<file path="src/rtl/motion_pkg.sv">
// Encodings shared between the limit supervisor and the Motion stage:
// supervisor state values and movementEnable bit positions.
package motion_pkg;

  typedef enum logic [1:0] {
    SUP_IDLE  = 2'b00,
    SUP_RUN   = 2'b01,
    SUP_FAULT = 2'b10
  } supState_t;

  localparam int ME_GLOBAL = 6;
  localparam int ME_XB     = 5;
  localparam int ME_XA     = 4;
  localparam int ME_YA     = 3;
  localparam int ME_YB     = 2;
  localparam int ME_ZA     = 1;
  localparam int ME_ZB     = 0;

endpackage

</file>
<file path="src/rtl/press_debounce.sv">
// Start-button conditioner: polarity fix, 2-flop sync, hold counter and a
// single-cycle press pulse once the button has been held DEBOUNCE cycles.
module press_debounce
  import motion_pkg::*;
#(
  parameter int DEBOUNCE      = 50000,
  parameter int START_ACT_LOW = 1
) (
  input  logic clk,
  input  logic reset,
  input  logic startButton,
  output logic pressPulse
);

  localparam int CNT_W = $clog2(DEBOUNCE + 1);
  localparam logic [CNT_W-1:0] CNT_LAST = CNT_W'(DEBOUNCE - 1);

  logic             startSync_p0;
  logic             startSync_p1;
  logic [CNT_W-1:0] holdCnt;
  logic             fired;

  // Polarity is folded in ahead of the synchronizer so reset-cleared flops read "not pressed".
  always_ff @(posedge clk or posedge reset) begin
    if (reset) begin
      startSync_p0 <= 1'b0;
      startSync_p1 <= 1'b0;
      holdCnt      <= '0;
      fired        <= 1'b0;
      pressPulse   <= 1'b0;
    end else begin
      startSync_p0 <= startButton ^ (START_ACT_LOW != 0);
      startSync_p1 <= startSync_p0;
      pressPulse   <= 1'b0;
      if (!startSync_p1) begin
        holdCnt <= '0;
        fired   <= 1'b0;
      end else if (holdCnt == CNT_LAST) begin
        pressPulse <= !fired;
        fired      <= 1'b1;
      end else begin
        holdCnt <= holdCnt + CNT_W'(1);
      end
    end
  end

endmodule

</file>
<file path="src/rtl/axis_limit_supervisor.sv">
// Builds the 7-bit movementEnable vector for Motion: per-axis soft-limit gating
// plus an IDLE/RUN/FAULT supervisor driven by the start button and e-stop.
module axis_limit_supervisor
  import motion_pkg::*;
#(
  parameter int X_UPPER       = 2600,
  parameter int Y_UPPER       = 2300,
  parameter int Z_UPPER       = 2600,
  parameter int LOWER         = 0,
  parameter int OVERTRAVEL    = 64,
  parameter int DEBOUNCE      = 50000,
  parameter int START_ACT_LOW = 1
) (
  input  logic        clk,
  input  logic        reset,
  input  logic        startButton,
  input  logic        estop,
  input  logic [15:0] xAxisPointer,
  input  logic [15:0] yAxisPointer,
  input  logic [15:0] zAxisPointer,
  output logic [6:0]  movementEnable,
  output logic [1:0]  supState,
  output logic [2:0]  faultAxis
);

  localparam int LOW_WIN = (LOWER > OVERTRAVEL) ? (LOWER - OVERTRAVEL) : 0;

  logic      pressPulse;
  logic      estopSync_p0;
  logic      estopSync_p1;
  logic [2:0] inRange;
  logic [2:0] dirA;
  logic [2:0] dirB;
  logic [6:0] runMask;
  supState_t state;

  press_debounce #(
    .DEBOUNCE      (DEBOUNCE),
    .START_ACT_LOW (START_ACT_LOW)
  ) u_press (
    .clk         (clk),
    .reset       (reset),
    .startButton (startButton),
    .pressPulse  (pressPulse)
  );

  always_ff @(posedge clk or posedge reset) begin
    if (reset) begin
      estopSync_p0 <= 1'b0;
      estopSync_p1 <= 1'b0;
    end else begin
      estopSync_p0 <= estop;
      estopSync_p1 <= estopSync_p0;
    end
  end

  // Index 0/1/2 = x/y/z; all compares are 17 bits wide so UPPER+OVERTRAVEL never wraps.
  for (genvar i = 0; i < 3; i++) begin : g_axis
    localparam int UP = (i == 0) ? X_UPPER : (i == 1) ? Y_UPPER : Z_UPPER;
    logic [15:0] ptr;
    logic        lowOk;
    assign ptr = (i == 0) ? xAxisPointer : (i == 1) ? yAxisPointer : zAxisPointer;
    if (LOW_WIN > 0) begin : g_low
      assign lowOk = {1'b0, ptr} >= 17'(LOW_WIN);
    end else begin : g_nolow
      assign lowOk = 1'b1;
    end
    assign inRange[i] = lowOk && ({1'b0, ptr} <= 17'(UP + OVERTRAVEL));
    assign dirA[i]    = {1'b0, ptr} < 17'(UP);
    assign dirB[i]    = {1'b0, ptr} > 17'(LOWER);
  end

  always_comb begin
    runMask            = '0;
    runMask[ME_GLOBAL] = 1'b1;
    runMask[ME_XA]     = dirA[0];
    runMask[ME_XB]     = dirB[0];
    runMask[ME_YA]     = dirA[1];
    runMask[ME_YB]     = dirB[1];
    runMask[ME_ZA]     = dirA[2];
    runMask[ME_ZB]     = dirB[2];
  end

  // Enables are loaded from the state being entered, so they switch on the same edge as supState.
  always_ff @(posedge clk or posedge reset) begin
    if (reset) begin
      state          <= SUP_IDLE;
      faultAxis      <= 3'b000;
      movementEnable <= '0;
    end else begin
      case (state)
        SUP_IDLE: begin
          movementEnable <= '0;
          if (pressPulse && !estopSync_p1 && (&inRange)) begin
            state          <= SUP_RUN;
            movementEnable <= runMask;
          end
        end
        SUP_RUN: begin
          if (estopSync_p1 || !(&inRange)) begin
            state          <= SUP_FAULT;
            faultAxis      <= ~inRange;
            movementEnable <= '0;
          end else if (pressPulse) begin
            state          <= SUP_IDLE;
            movementEnable <= '0;
          end else begin
            movementEnable <= runMask;
          end
        end
        SUP_FAULT: begin
          movementEnable <= '0;
          if (pressPulse && !estopSync_p1 && (&inRange)) begin
            state     <= SUP_IDLE;
            faultAxis <= 3'b000;
          end
        end
        default: begin
          state          <= SUP_IDLE;
          faultAxis      <= 3'b000;
          movementEnable <= '0;
        end
      endcase
    end
  end

  assign supState = state;

endmodule

</file>
<file path="config.mk">
export PLATFORM = sky130hd
export DESIGN_NAME = axis_limit_supervisor
export DESIGN_NICKNAME = d
export VERILOG_FILES = /design/src/rtl/motion_pkg.sv /design/src/rtl/press_debounce.sv /design/src/rtl/axis_limit_supervisor.sv
export SDC_FILE = /design/constraint.sdc
export NUM_CORES = 1
export LEC_CHECK = 0
export CORE_MARGIN = 4
export CORE_UTILIZATION = 40
export DETAILED_ROUTE_END_ITERATION = 8
export PLACE_DENSITY = 0.75
export SLEW_MARGIN = 20
export SYNTH_ARGS = -nofsm -noshare
export SYNTH_HDL_FRONTEND = slang
export SYNTH_SLANG_ARGS = --single-unit
</file>
<file path="constraint.sdc">
create_clock -name clk -period 1.55 [get_ports clk]
set_input_delay 0.2325 -clock clk [delete_from_list [all_inputs] [get_ports clk]]
set_output_delay 0.2325 -clock clk [all_outputs]
set_load 0.01 [all_outputs]
</file>
==> After elaboration in Yosys (flattened, before gate mapping) <==
Index checks and enable logic that the tools add are counted.
{ "word_totals": {"elab_cells": 60, "input_bits": 52, "output_inout_bits": 12, "regBits": 34} }
{ "op_classes": {"add_sub_neg": 1, "reduce_logical": 10, "muxes": 18, "bitwise_logic": 3, "magnitude_cmp": 9, "n_eq_ne": 9} }
{ "op_table": {"columns": ["op", "count"], "rows": [
  ["greater-than comparator 16 x 1 -> 1 bit (second input constant)", 3],
  ["less-or-equal comparator 16 x 12 -> 1 bit (second input constant)", 3],
  ["< comparator 16 x 12 -> 1 bit (second input constant)", 3],
  ["two-way mux 16 bit", 2],
  ["two-way mux 7 bit", 3],
  ["adder 16 x 1 -> 16 bit (second input constant)", 1],
  ["equality test 16 bit (second input constant)", 1],
  ["one-hot mux 7 bit (2 select lines)", 1],
  ["inequality test 2 bit (second input constant)", 5],
  ["one-hot mux 3 bit (3 select lines)", 1],
  ["AND reduction 3 bit", 3],
  ["two-way mux 2 bit", 4],
  ["two-way mux 3 bit", 2],
  ["one-hot mux 2 bit (3 select lines)", 1],
  ["two-way mux 1 bit", 4],
  ["logical NOT 1 bit", 3],
  ["inequality test 3 x 2 -> 1 bit (second input constant)", 1],
  ["inverter 3 bit", 1],
  ["equality test 2 x 1 -> 1 bit (second input constant)", 1],
  ["equality test 2 bit (second input constant)", 1],
  ["logical AND 1 bit", 2],
  ["logical NOT 2 bit", 1],
  ["inverter 1 bit", 2],
  ["logical OR 1 bit", 1]
]} }

==> Depth between registers and ports, before layout <==
Gate-level depths: netlist of run 1.
{ "depth": {"ltp_word": 6, "mapped_depth": 7} }

==> Cells and area by module <==
Synthesis of run 1 repeated with hierarchy kept, for this count alone.
{ "hier_totals": {"hier_cells": 191, "hier_area_um2": 1939.4} }
{ "modules_own_cells": {"columns": ["mod", "n_inst", "seq_area_each_um2", "cells_per_inst", "area_per_inst_um2"], "rows": [
  ["press_debounce", 1, 500.5, 92, 998.5],
  ["axis_limit_supervisor", 1, 350.3, 99, 940.9]
]} }

==> Worst setup path before layout of run 1 <==
No wires, ideal clock.
{ "synth_path": {"path_kind": "input to register", "start": "in xAxisPointer[1]", "end": "reg movementEnable[4]", "arrival_time_ns": 2.035, "slack_ns": -0.579, "path_buffers": 1, "t_required_ns": 1.456, "path_stages": 7, "cell_sequence": "or4_4 -> nor4_4 -> a22o_1 -> nand3_2 -> or3_1 -> buf_6 -> nor4b_4"} }
{ "synth_between": {"elab_chain_cells": 6, "word_cells_on_any_way": 10} }
{ "synth_lines": {"columns": ["item", "line", "source"], "rows": [
  ["start: declaration", "axis_limit_supervisor.sv:18", "input logic [15:0] xAxisPointer,"],
  ["less-or-equal comparator 16 x 12 -> 1 bit", "axis_limit_supervisor.sv:68", "assign inRange[i] = lowOk && ({1'b0, ptr} <= 17'(UP + OVERTRAVEL));"],
  ["AND reduction 3 bit", "axis_limit_supervisor.sv:94, axis_limit_supervisor.sv:100", null],
  ["logical NOT 1 bit", "axis_limit_supervisor.sv:100", "if (estopSync_p1 || !(&inRange)) begin"],
  ["logical OR 1 bit", "axis_limit_supervisor.sv:100", null],
  ["two-way mux 7 bit", "axis_limit_supervisor.sv:100", null],
  ["one-hot mux 7 bit (2 select lines) *", "axis_limit_supervisor.sv:91", "case (state)"],
  ["end signal: assignment", "axis_limit_supervisor.sv:96", "movementEnable <= runMask;"],
  ["end signal: assignment", "axis_limit_supervisor.sv:108", "movementEnable <= runMask;"],
  ["end: declaration", "axis_limit_supervisor.sv:21", "output logic [6:0] movementEnable,"]
]} }
Mark *: on every way between the ends. The rest lies on a longest branch, timed or not.
A chain may end at the register's enable or synchronous reset.

==> Final worst setup path of run 1 <==
{ "layout_path": {"start": "in xAxisPointer[12]", "end": "reg movementEnable[4]"} }
Same word-level chain as after synthesis.

==> results of run 1 <==
## cell type report
class,instances,area (µm²),area share [%]
well taps,52,65.1,2.05
inverters,10,37.5,1.18
clock buffers,6,82.6,2.60
repair buffers,118,1010,31.9
clock inverters,1,30.0,0.945
flip-flops and latches,34,851,26.8
multi-input cells,136,1100,34.6
## power by group through the flow
stage                     combinational, mW  sequential [mW]  clock (mW)
final                                 0.292            0.913       0.836
after global routing                  0.316            0.914       0.892
after CTS                             0.277            0.911       0.838
after detailed placement              0.287            0.928           0
after global placement                0.280            0.927           0
after floorplan                      0.0667            0.923           0
## final timing paths
check,end,slack (ns),cells after the start
max,movementEnable[4],-0.29,7
min,u_press.holdCnt[6],0.29,3
max reg2reg,movementEnable[4],-0.12,5
min reg2reg,estopSync_p1,0.35,0
max in group asynchronous,u_press.holdCnt[9],1.07,3
min in group clk,estopSync_p1,0.35,0
## metrics by stage
step                hold WS [ns]  util, %  TNS (ns)  cells
floorplan                  0.264        -     -4.09    182
global placement           0.335     64.9    -10.93    339
detailed placement         0.336     64.9    -11.28    339
CTS                        0.302     69.2     -2.42    348
global route               0.306     73.0     -3.07    357
finish                     0.289     73.0     -2.63    357
## logic make-up after synthesis
kind of cell / Yosys count
simple gates: 89
flops: 34
compound gates: 33
xor+xnor: 12
buf+inv: 12
mux: 1
fa+ha+maj: 1
## layout by cell type, fill, tap and decap left out, types with 3 or more instances in the layout
cell type	count
nor4_1	4
nand2_1	12
buf_4	50
nand3_2	5
buf_2	5
and2_1	10
dfrtp_1	34
nor2b_1	3
clkbuf_8	6
a21boi_0	3
nand2b_1	4
xor2_1	3
buf_6	5
or3_1	3
o21ai_2	3
nor3_1	3
xnor2_1	9
inv_1	10
nand4_1	4
nor4_4	3
clkdlybuf4s50_1	21
clkdlybuf4s15_1	6
nor2_1	9
o21ai_0	7
dlygate4sd2_1	29
a21oi_1	4
## worst register-to-register path: cells and delay by family, from the launching register on
| kind | cells | cell delay (ns) |
|---|---|---|
| AND/OR/NAND/NOR | 3 | 0.78 |
| AO/OA/AOI/OAI | 2 | 0.42 |
| flip-flops | 1 | 0.40 |
## routing by layer
layer  part of all wire [%]  wire [µm]  vias up  global-route usage [%]
met5                      0          0        -                       0
met4                    1.5         86        0                    5.53
met3                    5.6        322        9                    5.61
met2                     53       3100       54                    34.2
met1                     39       2280      904                    24.1
li1                       -          -      904                       -
## state kept, by name (all words and copies together) (netlist names)
name	cells
faultAxis	3
estopSync_p1	1
u_press.fired	1
u_press.startSync_p1	1
u_press.holdCnt	16
estopSync_p0	1
u_press.startSync_p0	1
movementEnable	7
supState	2
u_press.pressPulse	1
## repair_timing
item	in CTS	in global routing
hold buffers	0	0
gates resized for setup	81	26
setup buffers	2	10
pin swaps	22	15
hold endpoints to repair	0	0
setup endpoints to repair	15	18
==> reports/summary.txt, run 1 <==
status = finished with violations
failing checks = setup timing
Tmin final = 1.84 ns
largest fanout on the critical path = 5
IO Pins = 64
MaxCap Viol Count = 0
H-tree depth = 2
Clock Root Buffer = clkbuf_8
combinational share of power = 14.3%
Die Y = 75.1 µm
kind of cell adding the most delay to the critical path = simple AND/OR/NAND/NOR gates
vias in the first global route = 1,865
clock slew at reported path FFs = 0.07 ns
cell area after layout = 3180 µm²
CP max stage cell = or4_4
synthesized cell area = 1800 µm²
leakage = 1.44 nW
antenna cells = 0
GRT Overall Usage = 19.8%
flops & latches, synth = 34
Setup Viol. Count Final = 12
post-synth top area share = 47.3%
Yosys warning count = 0
period utilization = 119%
Critical Path Max Stage Delay = 0.56 ns
total wire length = 5790 µm
layout cells sized above 1 = 33.8%
drt pass-1 iters = 4
DRC viols = 0
slew margin rel. = 67.9%
Post-Synthesis Cells = 182
Tot Pwr = 2.04 mW
pwr/cell area = 642 nW/µm²
switch share = 22.3%
Synth Area in Simple Gates = 30.9%
mean post-synth cell area = 9.89 µm²
GP Congestion = 0.789
type of the tightest min-delay check = in -> async
placed wire-length estimate = 3920 µm
CTS tree = done
Syn-to-layout area delta = 76.6%
row count = 24
CTS Buf Count = 5
Required @ worst endpoint = 1.75 ns
drt initial violations = 90
per-cell routed wire length = 16.2 µm
RSZ-0062 raised after global routing = yes
Arr. time, crit path = 2.04 ns
skew final = 0.00804 ns
clock share of power = 40.9%
Clk Latency, worst-skew pair = 0.29 ns
register area share after synthesis = 47.3%
mux cell area share after synthesis = 0.556%
dominant cells by area after synthesis = dfrtp_1 (47%), xnor2_1 (4.4%), and2_1 (3.5%)
first-pass GRT wire length = 8400 µm
Cell variety after synth = 45
FFs w/ async S/R, synth = 100%
Clock Tree Buf Depth = 2
internal power = 1.58 mW
Placeable Area = 4350 µm²
R2R Path Start = estopSync_p1
Main synth FF type = dfrtp_1
largest net degree at the start of global routing = 35
beginning of the critical path = xAxisPointer[12]
post-synthesis adder-cell area fraction = 0.695%
placed cell areas = 2830 µm²
share of power burned in registers = 44.8%
Peak supply drop = 611 µV
max-slew violations = 0
nets@finish = 358
CTS sink cnt = 34
compound-cell area share of the yosys netlist = 11.9%
CP Class = in -> reg
die area = 5640 µm²
buffers added on ports = 63
antenna violations before repair = 0
Fin. Hold Viols = 0
startpoint types = input pin
Psw = 0.456 mW
Fillers = 316
worst-margin pin slew = 0.481 ns
Routed Antenna Nets = 0
largest family of logic cells by synthesized area = simple AND/OR/NAND/NOR gates
Vias = 1,871
syn_nets = 235
cell taking the most area after synthesis = dfrtp_1
Fmax achieved = 544 MHz
most numerous cell in the Yosys netlist = dfrtp_1
list of most frequent post-synthesis cells = dfrtp_1 (34), nand2_1 (13), nor2_1 (13), o21ai_0 (11)
EDFF count, synth = 0
CP Buf/Inv Count = 1
Worst Setup End Kind = flop
Starting Density = 41.4%
grt ovf = 0
worst-path cell chain = buf_2 > or4_4 > a211oi_2 > a22o_1 > nand3_2 > or3_4 > nor4b_4
die width = 75.1 µm
xor and xnor area share after synthesis = 5.84%
Setup WS post-layout = -0.288 ns
drt via density = 5.24
pre-CTS WS = -1.07 ns
Power figures use the tool's default switching activity.
==> run 2, diff against run 1 <==
Settings changed: CORE_UTILIZATION 40 to 30, GPL_TIMING_DRIVEN from default to 0, PLACE_DENSITY 0.75 to default.
==> run 2 against run 1 <==
The flow still finishes with violations (setup timing). Largest power group unchanged. Clock skew down 0.0029 ns. Global-route usage down 6.8 points. Highest routed layer unchanged. Power down 14%. First-iteration DRC count down 34%. Routed wire length down 20%. Via count down 11%. Die area up 30%. Sequential cell count unchanged. Critical endpoint unchanged. Utilization down 22 points. Fmax down 2.9%.
==> reports/summary.txt, run 2 (synthesized netlist as in run 1, its figures left out) <==
IO Pins = 64
Syn-to-layout area delta = 59.5%
antenna cells = 0
drt initial violations = 59
Final Hold Slack = 0.335 ns
Fmax achieved = 528 MHz
CTS tree = done
Routed Antenna Nets = 0
Die Y = 85.5 µm
Placeable Area = 5680 µm²
Fillers = 550
Required @ worst endpoint = 1.74 ns
Setup WS post-layout = -0.343 ns
placed wire-length estimate = 3260 µm
placed cell areas = 2520 µm²
vias in the first global route = 1,666
nets@finish = 323
CTS Buf Count = 5
row count = 27
Starting Density = 31.7%
drt via density = 4.85
cts hold-fix bufs = 0
FF+latch area = 853 µm²
first-pass GRT wire length = 7600 µm
setup TNS = -2.69 ns
DRC viols = 0
clock slew at reported path FFs = 0.07 ns
non-filler cells, final = 342
cell area after layout = 2870 µm²
leakage = 1.26 nW
Peak supply drop = 457 µV
die width = 85.5 µm
skew final = 0.00512 ns
Util after Layout = 50.6%
Vias = 1,657
slew margin rel. = 53.2%
most flop-heavy register = u_press.holdCnt
Clock Root Buffer = clkbuf_8
largest net degree at the start of global routing = 35
Setup Viol. Count Final = 12
GP Congestion = 0.848
Fin. Hold Viols = 0
most frequent cells in the layout = dfrtp_1 (32), dlygate4sd2_1 (27), clkdlybuf4s50_1 (25)
antenna violations before repair = 0
Clk Latency, worst-skew pair = 0.28 ns
H-tree depth = 2
drt pass-1 iters = 4
type of the tightest min-delay check = in -> reg
max FFs per register = 16
worst-margin pin slew = 0.701 ns
Worst Setup End Kind = flop
RSZ-0062 raised after global routing = yes
total wire length = 4630 µm
Tmin final = 1.89 ns
startpoint types = input pin
pre-CTS WS = -1.11 ns
GRT Overall Usage = 13.0%
commonest non-fill, non-tap cell in the layout = dfrtp_1
largest fanout on the critical path = 5
Arr. time, crit path = 2.09 ns
layout cells sized above 1 = 23.3%
buffers added on ports = 63
Tot Pwr = 1.76 mW
max-slew violations = 0
failing checks = setup timing
multi-input logic area = 1080 µm²
biggest regs = u_press.holdCnt x16, movementEnable x7, faultAxis x3
Clock Tree Buf Depth = 2
pwr/cell area = 614 nW/µm²
per-cell routed wire length = 13.5 µm
die area = 7310 µm²
Placed Cells incl. Taps = 317
CTS sink cnt = 34
CP Class = in -> reg
status = finished with violations
period utilization = 122%
MaxCap Viol Count = 0
grt ovf = 0
[run 2: timing repair]
| item | 4_1_cts | 5_1_grt |
|---|---|---|
| buffers inserted | 12 | 7 |
| gates resized for setup | 77 | 20 |
| pin swaps | 21 | 12 |
| setup endpoints to repair | 21 | 20 |
[run 2: where the power goes]
group	total (mW)	internal (mW)	switching, mW	leakage (nW)
Sequential	0.909	0.899	0.0106	0.440
Clock	0.617	0.308	0.310	0.0373
Combinational	0.236	0.133	0.102	0.785
Total	1.76	1.34	0.423	1.26
[run 2: path summary, 6_finish.rpt]
check	endpoint	from	depth (start not counted)	slack [ns]
min reg2reg	u_press.startSync_p1	u_press.startSync_p0	0	0.35
max reg2reg	movementEnable[4]	estopSync_p1	5	-0.02
max in group asynchronous	supState[1]	reset	2	0.67
min in group asynchronous	movementEnable[4]	reset	2	0.38
max	movementEnable[4]	zAxisPointer[4]	7	-0.34
min	faultAxis[0]	xAxisPointer[12]	4	0.34
[run 2: critical path: stages]
cell	delay [ns]
clkdlybuf4s50_1	0.45
nor4_2	0.21
nor3b_4	0.30
o2bb2ai_4	0.15
nand3_2	0.09
or3_4	0.39
nor4b_4	0.26
[run 2: cell type report]
type                    count  area share, %
clock inverters             1          0.261
well taps                  72           3.14
flip-flops and latches     34           29.7
plain buffers               1          0.131
repair buffers             82           25.3
inverters                  10           1.31
multi-input cells         136           37.6
clock buffers               6           2.53
[run 2: metal layers]
metal	part of all wire, %	wire, µm	track usage, %	vias up
met3	6.1	284	3.79	6
met4	1.6	72	4.46	0
li1	-	-	-	829
met5	0	0	0	-
met1	43	1980	15.6	775
met2	50	2290	22.2	47
==> run 3, diff against run 2 <==
Settings changed: CTS_CLUSTER_SIZE from default to 12.
==> results of run 3 <==
No change in the layout: final DEF, timing and power equal those of run 2.
